[config.mk]
export PLATFORM = sky130hd
export DESIGN_NAME = round_robin_arbiter_4
export DESIGN_NICKNAME = d
export VERILOG_FILES = /design/src/rtl/round_robin_arbiter_4.sv
export SDC_FILE = /design/constraint.sdc
export NUM_CORES = 1
export LEC_CHECK = 0
export ABC_AREA = 1
export CAP_MARGIN = 5
export CORE_MARGIN = 2
export CORE_UTILIZATION = 50
export DETAILED_ROUTE_END_ITERATION = 16
export PLACE_DENSITY = 0.77
export SLEW_MARGIN = 25
export SYNTH_ARGS = -nofsm -noshare
export SYNTH_HDL_FRONTEND = slang
export SYNTH_SLANG_ARGS = --single-unit
[constraint.sdc]
create_clock -name clk -period 1.5 [get_ports clk]
set_input_delay 0.225 -clock clk [delete_from_list [all_inputs] [get_ports clk]]
set_output_delay 0.225 -clock clk [all_outputs]
set_load 0.02 [all_outputs]
[src/rtl/round_robin_arbiter_4.sv]
// round_robin_arbiter_4: four-requester round-robin arbiter with bounded hold.
// A grant is issued one cycle after a request is sampled. It is held until the
// holder signals done, drops its request, the arbiter is disabled, or MAX_HOLD
// cycles elapse (forced release, flagged by a one-cycle timeout pulse). Every
// release is followed by one dead cycle before the next grant.
//
// Ports:
//   clk      in   single clock, rising edge
//   rst_n    in   asynchronous active-low reset
//   en       in   arbiter enable; low blocks new grants and revokes the current one
//   req[3:0] in   request vector, bit i = requester i
//   done     in   current holder releases the resource
//   gnt[3:0] out  one-hot grant (all zero when idle)
//   gnt_id   out  index of current/last grant holder
//   busy     out  high while a grant is active
//   timeout  out  one-cycle pulse after a forced release at MAX_HOLD
module round_robin_arbiter_4 #(
  parameter int unsigned MAX_HOLD = 8
) (
  input  logic       clk,
  input  logic       rst_n,
  input  logic       en,
  input  logic [3:0] req,
  input  logic       done,
  output logic [3:0] gnt,
  output logic [1:0] gnt_id,
  output logic       busy,
  output logic       timeout
);

  localparam int unsigned NUM_REQ = 4;
  localparam int unsigned CNT_W   = 4;
  localparam logic [CNT_W-1:0] HOLD_LAST = CNT_W'(MAX_HOLD - 1);

  typedef enum logic {
    IDLE  = 1'b0,
    GRANT = 1'b1
  } state_e;

  state_e           state_q, state_d;
  logic [1:0]       ptr_q, ptr_d;
  logic [CNT_W-1:0] hold_cnt_q, hold_cnt_d;
  logic [3:0]       gnt_q, gnt_d;
  logic [1:0]       gnt_id_q, gnt_id_d;
  logic             busy_q, busy_d;
  logic             timeout_q, timeout_d;

  logic [1:0]       cand_c;
  logic [1:0]       pick_id_c;
  logic             pick_found_c;
  logic             normal_rel_c;
  logic             hold_hit_c;

  // Round-robin search: ptr+1 first, ptr itself last. Iterating from the
  // farthest offset down lets the nearest requester win.
  always_comb begin
    cand_c       = ptr_q;
    pick_id_c    = ptr_q;
    pick_found_c = 1'b0;
    for (int i = NUM_REQ; i >= 1; i--) begin
      cand_c = ptr_q + 2'(i);
      if (req[cand_c]) begin
        pick_found_c = 1'b1;
        pick_id_c    = cand_c;
      end
    end
  end

  // Release causes; a timeout counts as forced only when no normal cause is present.
  assign normal_rel_c = done || !req[gnt_id_q] || !en;
  assign hold_hit_c   = (hold_cnt_q == HOLD_LAST);

  // Next-state and registered-output logic.
  always_comb begin
    state_d    = state_q;
    ptr_d      = ptr_q;
    hold_cnt_d = hold_cnt_q;
    gnt_id_d   = gnt_id_q;
    gnt_d      = 4'b0000;
    busy_d     = 1'b0;
    timeout_d  = 1'b0;
    case (state_q)
      IDLE: begin
        if (en && pick_found_c) begin
          state_d    = GRANT;
          gnt_id_d   = pick_id_c;
          gnt_d      = 4'b0001 << pick_id_c;
          busy_d     = 1'b1;
          hold_cnt_d = '0;
        end
      end
      GRANT: begin
        if (normal_rel_c || hold_hit_c) begin
          state_d    = IDLE;
          ptr_d      = gnt_id_q;
          hold_cnt_d = '0;
          timeout_d  = !normal_rel_c;
        end else begin
          hold_cnt_d = hold_cnt_q + CNT_W'(1);
          gnt_d      = 4'b0001 << gnt_id_q;
          busy_d     = 1'b1;
        end
      end
      default: state_d = IDLE;
    endcase
  end

  // State and output registers; ptr resets to 3 so index 0 is favoured first.
  always_ff @(posedge clk or negedge rst_n) begin
    if (!rst_n) begin
      state_q    <= IDLE;
      ptr_q      <= 2'd3;
      hold_cnt_q <= '0;
      gnt_q      <= 4'b0000;
      gnt_id_q   <= 2'd0;
      busy_q     <= 1'b0;
      timeout_q  <= 1'b0;
    end else begin
      state_q    <= state_d;
      ptr_q      <= ptr_d;
      hold_cnt_q <= hold_cnt_d;
      gnt_q      <= gnt_d;
      gnt_id_q   <= gnt_id_d;
      busy_q     <= busy_d;
      timeout_q  <= timeout_d;
    end
  end

  assign gnt     = gnt_q;
  assign gnt_id  = gnt_id_q;
  assign busy    = busy_q;
  assign timeout = timeout_q;

endmodule

# Yosys cells after proc, flatten, opt, wreduce, memory -nomap -nowiden
# Cells that the tools add are included.
[totals]
reg_bits = 14
latch_bits = 0
ram_bits = 0
mem_bits_ro = 0
input_bits = 8
word_cells = 57
mem_count = 0
[op_classes]
addsub = 4
n_mul = 0
n_div = 0
n_lt_le_gt_ge = 5
eq_ne = 2
shifts = 2
n_mux = 28
bitwise_logic = 1
reduce_logical = 9
[ops]
columns = ["op", "count"]
rows = [
  ["$mux W4", 4],
  ["$pmux W4 S2", 2],
  ["$lt A2 B3 Y1 const B", 5],
  ["$mux W1", 13],
  ["$bmux W1 S2", 5],
  ["$shl A1 B2 Y4 const A", 2],
  ["$mux W2", 3],
  ["$add A2 B2 Y2 const B", 2],
  ["$add A4 B1 Y4 const B", 1],
  ["$eq A4 B3 Y1 const B", 1],
  ["$reduce_and A2 Y1", 2],
  ["$logic_not A1 Y1", 3],
  ["$logic_or A1 B1 Y1", 3],
  ["$add A2 B1 Y2 const B", 1],
  ["$ne A2 B2 Y1 const B", 1],
  ["$pmux W1 S2", 1],
  ["$logic_and A1 B1 Y1", 1],
  ["$not A1 Y1", 1],
]

# Depth between registers and ports, before layout
[depth]
ltp_word = 9
ltp_mapped = 12

# Least setup slack after synthesis
# Ideal clock, no wire load.
[synth_path]
kind = "reg-to-reg"
start = "register ptr_q[1]"
end = "register gnt_q[0], in the netlist gnt[0]"
setup_time_ns = 0.117
arrival_time_ns = 1.242
setup_slack_ns = 0.141
stages_incl_launch_ff = 13
path_buffers = 1
cell_sequence = "dfstp_2 -> buf_6 -> inv_2 -> nand2_1 -> nand2_1 -> nand2_1 -> nand2_1 -> inv_1 -> nand2_1 -> nand2_1 -> nand2_1 -> nand3_1 -> nand2_1"
[synth_via]
elab_chain_cells = 9
[synth_lines]
columns = ["item", "line_no", "source"]
rows = [
  ["from (decl)", "41", "logic [1:0] ptr_q, ptr_d;"],
  ["from (signal assigned)", "120", "ptr_q <= ptr_d;"],
  ["$add A2 B2 Y2 / $bmux W1 S2 (equally long branches)", "61, 62", ""],
  ["$bmux W1 S2 / $mux W1 (equally long branches)", "62", "if (req[cand_c]) begin"],
  ["$mux W1 (not written as such)", "62", ""],
  ["$mux W2 / $mux W1 (equally long branches) (3 in series)", "62", ""],
  ["$shl A1 B2 Y4 / $logic_and A1 B1 Y1 (equally long branches)", "87, 84", ""],
  ["$mux W4 (*)", "84", "if (en && pick_found_c) begin"],
  ["$pmux W4 S2 (*)", "82", "case (state_q)"],
  ["named net gnt_d[0]", "43", "logic [3:0] gnt_q, gnt_d;"],
  ["to (signal assigned)", "122", "gnt_q <= gnt_d;"],
  ["to (decl)", "43", ""],
]
# The timed path passes the listed nets; every way through them passes the cells marked *. The select of a mux whose other input is x is not followed.
# A chain may end at the register's enable or synchronous reset.

# Worst setup path after layout
[layout_path]
start = "register ptr_q[0]"
end = "register gnt_id_q[0], in the netlist gnt_id[0]"
[layout_via]
elab_chain_cells = 8
[layout_lines]
columns = ["item", "line_no", "source"]
rows = [
  ["$add A2 B2 Y2 / $bmux W1 S2 (equally long branches)", "61, 62", ""],
  ["$bmux W1 S2 / $mux W1 (equally long branches)", "62", ""],
  ["$mux W1 (not written as such)", "62", ""],
  ["$mux W1 (3 in series)", "62", ""],
  ["$logic_and A1 B1 Y1", "84", ""],
  ["$reduce_and A2 Y1 (no source line)", "n/a", ""],
  ["to (signal assigned)", "123", "gnt_id_q <= gnt_id_d;"],
  ["to (decl)", "44", "logic [1:0] gnt_id_q, gnt_id_d;"],
]
# Parallel ways exist; a longest one is shown, timed or not. The select of a mux whose other input is x is not followed.

==> flow_summary.yaml <==
run_status:
  status: "finished, violations left"
  violations: "negative setup slack"
cts:
  path_clk_slew_ps: 90
  cts_buffer_depth: 2
  cts_root_buffer: "clkbuf_4"
  clkSinkCount: 14
  cts_max_level: 1
  clk_latency_ps: 280
  cts_tree: "yes"
  cts_made_buffers: 3
logic_synthesis:
  yosysWarnings: 0
  synth_most_common_cell: "nand2_1"
  syn-cell-area_um2: 883
  synth_top_area_share_pct: 34.0
  syn_inst: 131
  synth_edf_count: 0
  ys_seq_elements: 14
  synth_ff_type: "dfrtp_1"
  avgSynthCellArea_um2: 6.74
  synth_cell_types: 21
  yosysSeqAreaShare_pct: 39.9
  synth_top_area_cell: "dfrtp_1"
  synth_nets: 140
  synthTopCellsByArea: "dfrtp_1, nand2_1, dfstp_2"
  synth_common_cells: "nand2_1, dfrtp_1, inv_1"
  async_reset_ff_share_pct: 100
sta:
  timing.final.crit_share_pct: 104
  slew_headroom_pct: 85.2
  drv_slew: 0
  tns_ps: -241
  hold_ws_ps: 235
  finalClockSkew_ps: 12.7
  hold_viol_final: 0
  setup-violations-final: 6
  worst_pin_slew_ps: 221
  period_needed_ps: 1560
  rsz0062_at_grt: "true"
  setup_ws_ps: -56.1
  max_freq_mhz: 643
floorplan:
  coreArea_mm2: 0.00169
  die_area_mm2: 0.00212
  die_y_um: 46.0
  die_w_um: 46.0
  start_util_pct: 52.3
  num_rows: 15
  ios: 16
power_and_ir_drop:
  p_total_w: 0.00232
  sw_frac_of_total_pct: 47.4
  p_switching_w: 0.00110
  leakage_nw: 0.618
  p_int_w: 0.00122
  power_frac_seq_pct: 27.5
  power_density_mw_per_mm2: 1900
  pwr-share-comb_pct: 63.1
  clkPwrFrac_pct: 9.4
  vdd_drop_max_mv: 1.18
global_route:
  antenna_found_initial: 0
  grt_pass1_vias: 743
  grt_max_degree: 15
  grt_use_met3_pct: 5.95
  track_usage_pct: 19.2
  use_met2_pct: 30.3
  use_met1_pct: 26.8
  grt_overflow: 0
  top_usage_layer: "met2"
  grt_pass1_wl_um: 2960
worst_setup_path:
  crit_arrival_ps: 1710
  endpoint_kind: "flop"
  cp-startpoint: "ptr_q[0]"
  worstRegToRegCells: 10
  r2r_start: "ptr_q[0]"
  critical_path_peak_fanout: 5
  critPathKind: "flop to flop"
  startpoint_type: "flop"
  crit_required_ps: 1650
detailed_routing:
  first_pass_iters: 4
  wl_um: 2030
  wl_per_cell_um: 11.6
  drtIter0Drc: 18
  drc: 0
  viasPerCell: 5.10
  route.vias.total: 892
  antenna_left: 0
finish:
  layout-drive-gt1-share_pct: 29.7
  antenna_cells: 0
  area_growth_pct: 38.4
  finalNetCount: 168
placement:
  place_hpwl_um: 1440
  portBuffers: 15
  gp_congestion: 0.902
min_path:
  hold_class: "input pin to async pin"
flow_run:
  drv_cap: 0
## layout by cell type (no fill, tap or decap)
cell and instances:
clkbuf_4 3, o21ai_1 9, inv_2 5, nand2_1 43
nor2_4 2, buf_6 4, nand2_2 14, nor2_2 2
inv_4 1, nor2_1 8, ha_1 1, dfstp_2 2
xor2_1 1, buf_4 7, dfrtp_1 10, dlygate4sd2_1 2
inv_1 9, nand3_1 7, nand3_2 3, nand4_1 5
a21boi_1 1, nand2_4 2, clkbuf_1 1, dfrtp_2 2
clkdlybuf4s50_1 13, xnor2_1 1
## cells by family (layout without fill, tap and decap cells)
group	after synthesis	after routing	synth area share (%)
XOR/XNOR	2	2	1.98
flip-flops	14	14	39.9
AND/OR/NAND/NOR	86	86	41.6
adder cells (fa/ha/maj)	1	1	1.42
buffers and inverters	18	45	9.06
AO/OA/AOI/OAI	10	10	5.95
## layout make-up
type                    count  area, um2
clock buffers               4       26.3
fillers                   137        467
inverters                  15       58.8
multi-input cells          99        515
flip-flops and latches     14        355
well taps                  17       21.3
repair buffers             26        245
## through the flow
step	instances	worst slack, ps	cell area (um2)	util (%)
6_report	175	-56.1	1220	72.4
5_1_grt	175	-140	1220	72.4
4_1_cts	171	-7.25	1110	65.9
3_5_place_dp	165	-143	1070	63.3
3_3_place_gp	165	-105	1070	63.3
2_1_floorplan	131	141	883	-
## flip-flops by register name, summed over array words and instances (netlist names)
signal      flops
busy            1
gnt_id          2
ptr_q           2
hold_cnt_q      4
timeout         1
gnt             4
## repair_timing
item | in CTS | in global routing
endpoints found under the setup margin | 7 | 8
pin swaps | 1 | 14
hold buffers | 0 | 0
resized for setup | 6 | 29
gates cloned | 0 | 0
buffers inserted | 2 | 4
## power by group through the flow
| stage | clock network, W | logic (W) | registers [W] |
|---|---|---|---|
| 6_report | 0.000218 | 0.00146 | 0.000638 |
| 5_1_grt | 0.000240 | 0.00159 | 0.000653 |
| 4_1_cts | 0.000226 | 0.00111 | 0.000614 |
| 3_5_place_dp | 0 | 0.00105 | 0.000628 |
| 3_3_place_gp | 0 | 0.00103 | 0.000624 |
| 2_1_floorplan | 0 | 0.000690 | 0.000663 |
## per-layer routing
layer / up-vias / part of all wire, % / wire [um]
li1: 465 / - / -
met1: 403 / 47 / 945
met2: 22 / 48 / 980
met3: 2 / 4.5 / 91
met4: 0 / 0.74 / 15
met5: - / 0 / 0
## path summary, 6_finish.rpt
| path | to | slack [ps] |
|---|---|---|
| setup / recovery | gnt_id[0] | -60 |
| hold / removal | gnt[0] | 230 |
| setup reg to reg | gnt_id[0] | -60 |
| hold reg to reg | hold_cnt_q[0] | 520 |
| max in group asynchronous | ptr_q[1] | 1010 |
| min in group clk | hold_cnt_q[0] | 520 |
## worst max-delay path, cell delays in order (launching register included)
cell and delay (ps):
dfstp_2 640, buf_6 130, nand2_1 60, nand2_2 100, nand2_2 80, nand2_2 70
nand2_2 70, nand2_2 90, nand2_4 70, nand2_4 70, o21ai_1 60
(Power assumes the default switching activity.)
